### config.mk
export PLATFORM = sky130hd
export DESIGN_NAME = ase_hssi_loopback_emul
export DESIGN_NICKNAME = d
export VERILOG_FILES = /design/src/rtl/ase_hssi_loopback_emul.sv
export SDC_FILE = /design/constraint.sdc
export NUM_CORES = 2
export LEC_CHECK = 0
export BUFFER_PORTS_ARGS = -buffer_cell sky130_fd_sc_hd__buf_4
export CORE_MARGIN = 2
export CORE_UTILIZATION = 50
export CTS_BUF_LIST = sky130_fd_sc_hd__clkbuf_4 sky130_fd_sc_hd__clkbuf_8
export CTS_CLUSTER_DIAMETER = 30
export DETAILED_ROUTE_END_ITERATION = 6
export GPL_TIMING_DRIVEN = 0
export PLACE_DENSITY = 0.68
export RECOVER_POWER = 100
export SYNTH_ARGS = -nofsm -noshare
export SYNTH_HDL_FRONTEND = slang
export SYNTH_MEMORY_MAX_BITS = 65536
export SYNTH_SLANG_ARGS = --single-unit
### constraint.sdc
create_clock -name clk -period 4.8 [get_ports clk]
set_input_delay 0.72 -clock clk [delete_from_list [all_inputs] [get_ports clk]]
set_output_delay 0.72 -clock clk [all_outputs]
set_load 0.02 [all_outputs]
### src/rtl/ase_hssi_loopback_emul.sv
// Simulation-only Ethernet partner for one HSSI channel: TX frames are buffered
// whole in a store-and-forward FIFO and replayed on RX with a fixed inter-packet gap.
module ase_hssi_loopback_emul #(
    parameter int DATA_W     = 64,
    parameter int USER_W     = 1,
    parameter int DEPTH      = 64,
    parameter int IPG_CYCLES = 2
) (
    input  logic                clk,
    input  logic                softReset,
    input  logic                tx_tvalid,
    output logic                tx_tready,
    input  logic [DATA_W-1:0]   tx_tdata,
    input  logic [DATA_W/8-1:0] tx_tkeep,
    input  logic                tx_tlast,
    input  logic [USER_W-1:0]   tx_tuser,
    output logic                rx_tvalid,
    output logic [DATA_W-1:0]   rx_tdata,
    output logic [DATA_W/8-1:0] rx_tkeep,
    output logic                rx_tlast,
    output logic [USER_W-1:0]   rx_tuser,
    output logic [31:0]         frames_looped,
    output logic [31:0]         frames_dropped
);
    localparam int KEEP_W  = DATA_W / 8;
    localparam int AW      = $clog2(DEPTH);
    localparam int PW      = AW + 1;
    localparam int ENTRY_W = DATA_W + KEEP_W + 1 + USER_W;
    localparam int GAP_W   = (IPG_CYCLES > 1) ? $clog2(IPG_CYCLES) : 1;
    localparam logic [GAP_W-1:0] GAP_INIT = (IPG_CYCLES > 0) ? GAP_W'(IPG_CYCLES - 1) : '0;

    typedef enum logic {WR_ACCEPT, WR_DROP} wrState_t;
    typedef enum logic [1:0] {RD_IDLE, RD_SEND, RD_GAP} rdState_t;

    logic [ENTRY_W-1:0] mem [DEPTH];
    logic [PW-1:0]      wrPtr, rdPtr, commitPtr, completeCnt;
    logic [PW-1:0]      wrPtrNxt, rdPtrNxt;
    wrState_t           wrState, wrStateNxt;
    rdState_t           rdState;
    logic [GAP_W-1:0]   gapCnt;
    logic               full, wrAccept, commit, oversize, rdLoad, rdLast;
    logic [ENTRY_W-1:0] rdEntry;

    assign rdEntry  = mem[rdPtr[AW-1:0]];
    assign full     = (wrPtr - rdPtr) == PW'(DEPTH);
    assign wrAccept = (wrState == WR_ACCEPT) && tx_tvalid && tx_tready;
    assign commit   = wrAccept && tx_tlast;
    // A full FIFO holding no complete frame can only be one frame too big to ever fit.
    assign oversize = (wrState == WR_ACCEPT) && full && (completeCnt == '0);
    assign rdLast   = rdLoad && rdEntry[USER_W];

    always_comb begin
        rdLoad = 1'b0;
        unique case (rdState)
            RD_IDLE: rdLoad = completeCnt != '0;
            RD_SEND: rdLoad = !rx_tlast || ((IPG_CYCLES == 0) && (completeCnt != '0));
            RD_GAP:  rdLoad = (gapCnt == '0) && (completeCnt != '0);
            default: rdLoad = 1'b0;
        endcase
    end

    always_comb begin
        wrPtrNxt   = wrPtr;
        wrStateNxt = wrState;
        if (oversize) begin
            wrPtrNxt   = commitPtr;
            wrStateNxt = WR_DROP;
        end else if (wrAccept) begin
            wrPtrNxt = wrPtr + PW'(1);
        end else if ((wrState == WR_DROP) && tx_tvalid && tx_tready && tx_tlast) begin
            wrStateNxt = WR_ACCEPT;
        end
        rdPtrNxt = rdPtr + PW'(rdLoad);
    end

    always_ff @(posedge clk) begin
        if (wrAccept)
            mem[wrPtr[AW-1:0]] <= {tx_tdata, tx_tkeep, tx_tlast, tx_tuser};
    end

    // Write side: tx_tready is registered from the post-update pointers.
    always_ff @(posedge clk) begin
        if (softReset) begin
            wrState        <= WR_ACCEPT;
            wrPtr          <= '0;
            commitPtr      <= '0;
            tx_tready      <= 1'b1;
            frames_dropped <= '0;
        end else begin
            wrState   <= wrStateNxt;
            wrPtr     <= wrPtrNxt;
            tx_tready <= (wrStateNxt == WR_DROP) || ((wrPtrNxt - rdPtrNxt) != PW'(DEPTH));
            if (commit)
                commitPtr <= wrPtr + PW'(1);
            if (oversize)
                frames_dropped <= frames_dropped + 32'd1;
        end
    end

    always_ff @(posedge clk) begin
        if (softReset)
            completeCnt <= '0;
        else
            completeCnt <= completeCnt + PW'(commit) - PW'(rdLast);
    end

    // Read side: a frame is only started once committed, so it streams without bubbles.
    always_ff @(posedge clk) begin
        if (softReset) begin
            rdState       <= RD_IDLE;
            rdPtr         <= '0;
            gapCnt        <= '0;
            rx_tvalid     <= 1'b0;
            rx_tdata      <= '0;
            rx_tkeep      <= '0;
            rx_tlast      <= 1'b0;
            rx_tuser      <= '0;
            frames_looped <= '0;
        end else begin
            rdPtr <= rdPtrNxt;
            if (rdLast)
                frames_looped <= frames_looped + 32'd1;
            if (rdLoad) begin
                {rx_tdata, rx_tkeep, rx_tlast, rx_tuser} <= rdEntry;
                rx_tvalid <= 1'b1;
                rdState   <= RD_SEND;
            end else begin
                rx_tvalid <= 1'b0;
                unique case (rdState)
                    RD_SEND: begin
                        rdState <= (IPG_CYCLES > 0) ? RD_GAP : RD_IDLE;
                        gapCnt  <= GAP_INIT;
                    end
                    RD_GAP: begin
                        if (gapCnt == '0)
                            rdState <= RD_IDLE;
                        else
                            gapCnt <= gapCnt - GAP_W'(1);
                    end
                    default: rdState <= RD_IDLE;
                endcase
            end
        end
    end
endmodule
# ---- Word-level counts from Yosys, hierarchy flattened
# Memory sizes are Yosys's and may differ from the RTL's. A register that Yosys moved wholly into a read port is not among the register bits.
# Cells that the tools add are included.
dict set report op_classes {
  n_addsub 9
  n_eq_ne 6
  n_mux 15
  n_bitwise 3
  n_reduce_logical 18
}
# op count
set ops {}
lappend ops {{$add A32 B1 Y32 const B} 2}
lappend ops {{$add A7 B1 Y7} 2}
lappend ops {{$mux W7} 2}
lappend ops {{$sub A7 B7 Y7} 2}
lappend ops {{$logic_and A1 B1 Y1} 10}
lappend ops {{$mux W1} 8}
lappend ops {{$add A7 B1 Y7 const B} 1}
lappend ops {{$eq A7 B7 Y1 const B} 1}
lappend ops {{$logic_not A7 Y1} 1}
lappend ops {{$ne A7 B7 Y1 const B} 1}
lappend ops {{$reduce_bool A7 Y1} 1}
lappend ops {{$sub A7 B1 Y7} 1}
lappend ops {{$mux W6} 1}
lappend ops {{$pmux W2 S2} 1}
lappend ops {{$ne A3 B3 Y1 const B} 1}
lappend ops {{$not A1 Y1} 3}
lappend ops {{$pmux W1 S3} 1}
lappend ops {{$eq A2 B1 Y1 const B} 1}
lappend ops {{$eq A2 B2 Y1 const B} 1}
lappend ops {{$logic_not A2 Y1} 1}
lappend ops {{$mux W2} 1}
lappend ops {{$ne A2 B2 Y1 const B} 1}
lappend ops {{$pmux W1 S2} 1}
lappend ops {{$reduce_and A2 Y1} 1}
lappend ops {{other kinds (5)} 5}
dict set report word_totals {
  ff_bits 172
  ramBits 4736
  in_bits 77
  output_inout_bits 140
  wordCells 68
  memories 1
}
# name depth word_bits read_ports rd_ports_with_merged_regs wr line_no
set mem_list {}
lappend mem_list {mem 64 74 1 1 1 35} ;# logic [ENTRY_W-1:0] mem [DEPTH];

# ---- Logic depth before layout (Yosys ltp)
dict set report logic_depth {
  word_depth 8
  depth_mapped 21
  mapped_depth_nobuf 20
}

# ---- Worst setup path before layout
# Ideal clock, no wire load.
dict set report synth_path {
  path_kind {in2reg}
  startpoint {input port tx_tvalid}
  endpoint {memory mem[59][0] (netlist name), enable pin}
  setup_time_ns 0.507
  arrival_ns 4.646
  required_ns 4.293
  slack_ns -0.353
  cell_stages 5
  n_path_buf 0
  path_cell_list {nand2_1 > or2_2 > nor2_1 > nand3_1 > nor2_1}
}
dict set report synth_via {
  elab_chain_len 4
}
# item line_no
set synth_rtl {}
lappend synth_rtl {{start, declared} 11} ;# input logic tx_tvalid,
lappend synth_rtl {{$logic_and A1 B1 Y1 (2 in series)} 46} ;# assign wrAccept = (wrState == WR_ACCEPT) && tx_tvalid && tx_tready;
lappend synth_rtl {{$mux W1} 77} ;# if (wrAccept)
lappend synth_rtl {{$mux W1 (implied by the code)} 78} ;# mem[wrPtr[AW-1:0]] <= {tx_tdata, tx_tkeep, tx_tlast, tx_tuser};
lappend synth_rtl {{end, declared} 35}
# No other way between the ends.

==> metrics.md <==
| Metric | Value |
|---|---|
| First-pass GRT wire length | `670000 um` |
| PwrDens | `~530 mW/mm2` |
| Setup ws final | `-0.0511 ns` |
| First DRT Iteration DRCs | `11400` |
| Routed WL per cell | `31.7 um` |
| Seq/Total Area, Yosys | `78.0%` |
| Post-DRT Antenna Nets | `0` |
| CTS tree | `built` |
| Post-DP HPWL | `323000 um` |
| Prevailing post-synth register cell | `edfxtp_1` |
| Area Overhead vs Synth | `17.7%` |
| Flops & latches, synth | `~5000` |
| Reg2reg setup slack | `-0.05 ns` |
| Port bufs | `between 200 and 250` |
| Yosys cell types | `65` |
| Worst-path clk slew | `0.05 ns` |
| F_max | `206 MHz` |
| Vias in the first global route | `between 90000 and 100k` |
| Vias/cell | `6.08` |
| Yosys warning count | `0` |
| I/O Pins | `217` |
| Period utilization | `101%` |
| Clk sinks | `4908` |
| Post-Synth XOR/XNOR Area | `less than 1%` |
| CP Capture Type | `register` |
| Die Y | `~600 um` |
| Hold Path Class | `in -> reg` |
| Slew HR | `-89.9%` |
| Largest family of logic cells by synthesized area | `multiplexers` |
| Via count | `90400` |
| Failing checks | `capacitance limit, slew limit, setup timing` |
| CP Data Required Time | `a little under 6 ns` |
| Antenna violations before repair | `31` |
| Pint | `84600 uW` |
| Worst clock skew | `~0.090 ns` |
| Adder-Cell Fraction of Synth Area | `less than 1%` |
| Avg Inst Size Synth | `24.3 um2` |
| Overall power | `116000 uW` |
| Combinational Power Share | `between 20% and 30%` |
| Crit path DAT | `~6.0 ns` |
| Cells after Synth | `7677` |
| Final GP Congestion | `0.788` |
| Worst vdd ir | `0.000394 V` |
| M1 GR Usage | `between 30% and 40%` |
| Top Usage Layer GRT | `met2` |
| Die footprint | `around 0.38 mm2` |
| Final setup vio count | `1` |
| Simple-Gate Fraction of Synth Area | `0.937%` |
| # Max-Cap Violations | `approximately 130` |
| Post-synthesis mux area share | `18.6%` |
| Total gr overflow | `0` |
| Share of cells above drive strength 1 | `between 30% and 40%` |
| Met2 Track Usage GR | `approximately 40%` |
| Complex-gate fraction of the synthesized area | `0.929%` |
| Clock network power share | `37.7%` |
| Hold path startpoint | `softReset` |
| Post-synth net total | `between 7000 and 8000` |
| Slew Limit Fails | `approximately 5500` |
| Max Root-Sink Buffers | `4` |
| Die span in x | `615 um` |
| Met3 Track Usage GR | `5.79%` |
| Worst r2r src | `rdPtr[1]` |
| Fin crit period | `4.85 ns` |
| Reg2reg path depth | `11` |
| Startpoint Class | `register` |
| FILL cells | `about 26000` |
| CP max FO | `10` |
| Drt pass-1 iters | `6` |
| Worst skew pair latency | `between 1 and 1.5 ns` |
| Status | `finished, violations left` |
| Core Footprint | `0.372 mm2` |
| Final wirelength | `471000 um` |
| DR DRC count | `0` |
| Final net count | `9213` |
| Hold Path Cell Cnt | `3` |
| FP Rows | `approximately 220` |
| Setup tns final | `-0.0511 ns` |
| Sw Share | `27.4%` |
| Total GRT Usage | `about a quarter` |
| Leak pwr | `0.0700 uW` |
| Net Sw Power | `about 32000 uW` |
| Num CTS Buffers | `898` |
| Reg power frac | `40.9%` |
| Worst-margin pin slew | `2.84 ns` |
| Number of synthesized flops with an enable pin | `4736` |
| Final count of hold timing violations | `0` |
| Hold Path Sink | `rx_tvalid` |
| CP Class | `reg -> reg` |
| H-Tree Depth | `6` |
| R2r endpoint | `rx_tkeep[1]` |
| Cell chosen for the clock root | `clkbuf_8` |
| Initial core utilization | `50.2%` |
| Ys async rst share | `0%` |
| Pin count of the biggest net entering global routing | `66` |
| Mapped cell area | `approximately 0.19 mm2` |
-- logic make-up (layout without fill, tap and decap cells) --
family                     count (synthesis)  count (layout)
other                                      0              34
xor gates and xnor gates                  68              68
adders and majority gates                 31              31
muxes                                   1634            1634
buffers and inverters                    429            2624
DFF                                     4908            4908
and+or+nand+nor                          360             360
AOI/OAI and AO/OA                        247             247
-- synthesized netlist by cell type, types with 5 or more instances --
master	instances	area share, %
buf_2	129	0.35
and4_1	5	0.023
clkbuf_1	250	0.50
or4_1	6	0.024
nor2b_1	16	0.054
xnor2_1	35	0.16
o22ai_1	74	0.25
buf_1	13	0.026
a211oi_1	17	0.068
edfxtp_1	4736	76
mux2i_1	157	0.84
xor2_1	33	0.15
or3_1	13	0.044
a21oi_1	32	0.086
o31ai_1	6	0.024
nand3_1	35	0.094
and3_1	12	0.040
mux4_1	7	0.098
o21ai_0	15	0.040
inv_1	29	0.058
nor4_1	7	0.023
nor2_1	148	0.30
nor3_1	10	0.027
ha_1	30	0.20
a21o_1	80	0.32
dfxtp_1	172	1.8
nand4_1	20	0.067
mux4_2	1465	18
nand2_1	59	0.12
-- flip-flops by register name, indices dropped and copies added, names as in the netlist, 2 cells and up --
signal,count
frames_looped,32
commitPtr,7
rdState,2
rx_tdata,64
mem,4736
rdPtr,7
wrPtr,7
completeCnt,7
frames_dropped,32
rx_tkeep,8
-- stage by stage --
stage / hold WS (ns) / setup slack, ns / util (%) / instances / area [um2]
2_1_floorplan: 0.437 / -0.353 / - / 7677 / 187000
3_3_place_gp: 0.441 / -5.36 / 52.3 / 12900 / 195000
3_5_place_dp: 0.441 / -1.37 / 53.8 / 13100 / 200000
4_1_cts: 0.183 / -0.0617 / 59.5 / 14800 / 221000
5_1_grt: 0.295 / -0.0156 / 59.1 / 14800 / 220000
6_report: 0.297 / -0.0511 / 59.1 / 14900 / 220000
-- layout make-up --
type / count / area, um2 / area share, %
diodes: 34 / 85.1 / 0.0387
clock buffers: 1101 / 14000 / 6.37
multi-input cells: 2340 / 39400 / 17.9
well taps: 4972 / 6220 / 2.83
flip-flops and latches: 4908 / 146000 / 66.3
inverters: 32 / 130 / 0.0592
repair buffers: 529 / 6100 / 2.78
clock inverters: 566 / 6290 / 2.86
plain buffers: 396 / 1840 / 0.837
-- critical path, cell delays in order (launching register included) --
cell	delay, ns
dfxtp_1	0.41
clkbuf_2	0.36
clkbuf_2	0.48
buf_16	0.22
clkbuf_2	0.53
buf_16	0.26
clkbuf_2	0.45
mux4_2	0.43
mux4_2	0.54
mux2i_1	0.47
o22ai_1	0.28
a21o_1	0.23
-- cell usage in the layout, fill, tap and decap left out, types with 139 or more instances in the layout --
master / n
buf_12: 178
clkbuf_1: 423
clkbuf_4: 185
clkbuf_8: 917
clkinv_1: 143
clkinv_2: 139
dfxtp_1: 172
edfxtp_1: 4736
mux2i_1: 156
mux4_2: 1465
-- layer usage --
layer,part of all wire [%],up-vias
met5,0.053,-
met4,3.5,16
met3,10,858
met2,49,4998
met1,37,48200
li1,-,36400
-- worst max-delay path by stage --
stage / from / end / slack [ns] / cells after the start
floorplan: tx_tvalid / mem[59][0] / -0.35 / 5
global placement: tx_tvalid / mem[19][36] / -5.36 / 6
detailed placement: rdPtr[3] / tx_tready / -1.37 / 18
CTS: rdPtr[5] / tx_tready / -0.06 / 17
global route: rdPtr[3] / tx_tready / -0.02 / 18
finish: rdPtr[1] / rx_tkeep[1] / -0.05 / 11
-- repair_timing --
action                                   CTS  global route
hold buffers                              76             0
setup buffers                              1             3
pin swaps                                  1             2
resized for setup                         36            30
endpoints found under the setup margin   107            18
endpoints found under the hold margin   4743             0
-- power by group through the flow --
stage / logic (uW) / clock network [uW] / registers (uW)
global route: 26100 / 46300 / 47700
global placement: 24300 / 0 / 48500
floorplan: 15600 / 0 / 48700
finish: 24900 / 44000 / 47600
detailed placement: 25200 / 0 / 48400
CTS: 25300 / 44500 / 47600
(Power assumes the default switching activity.)
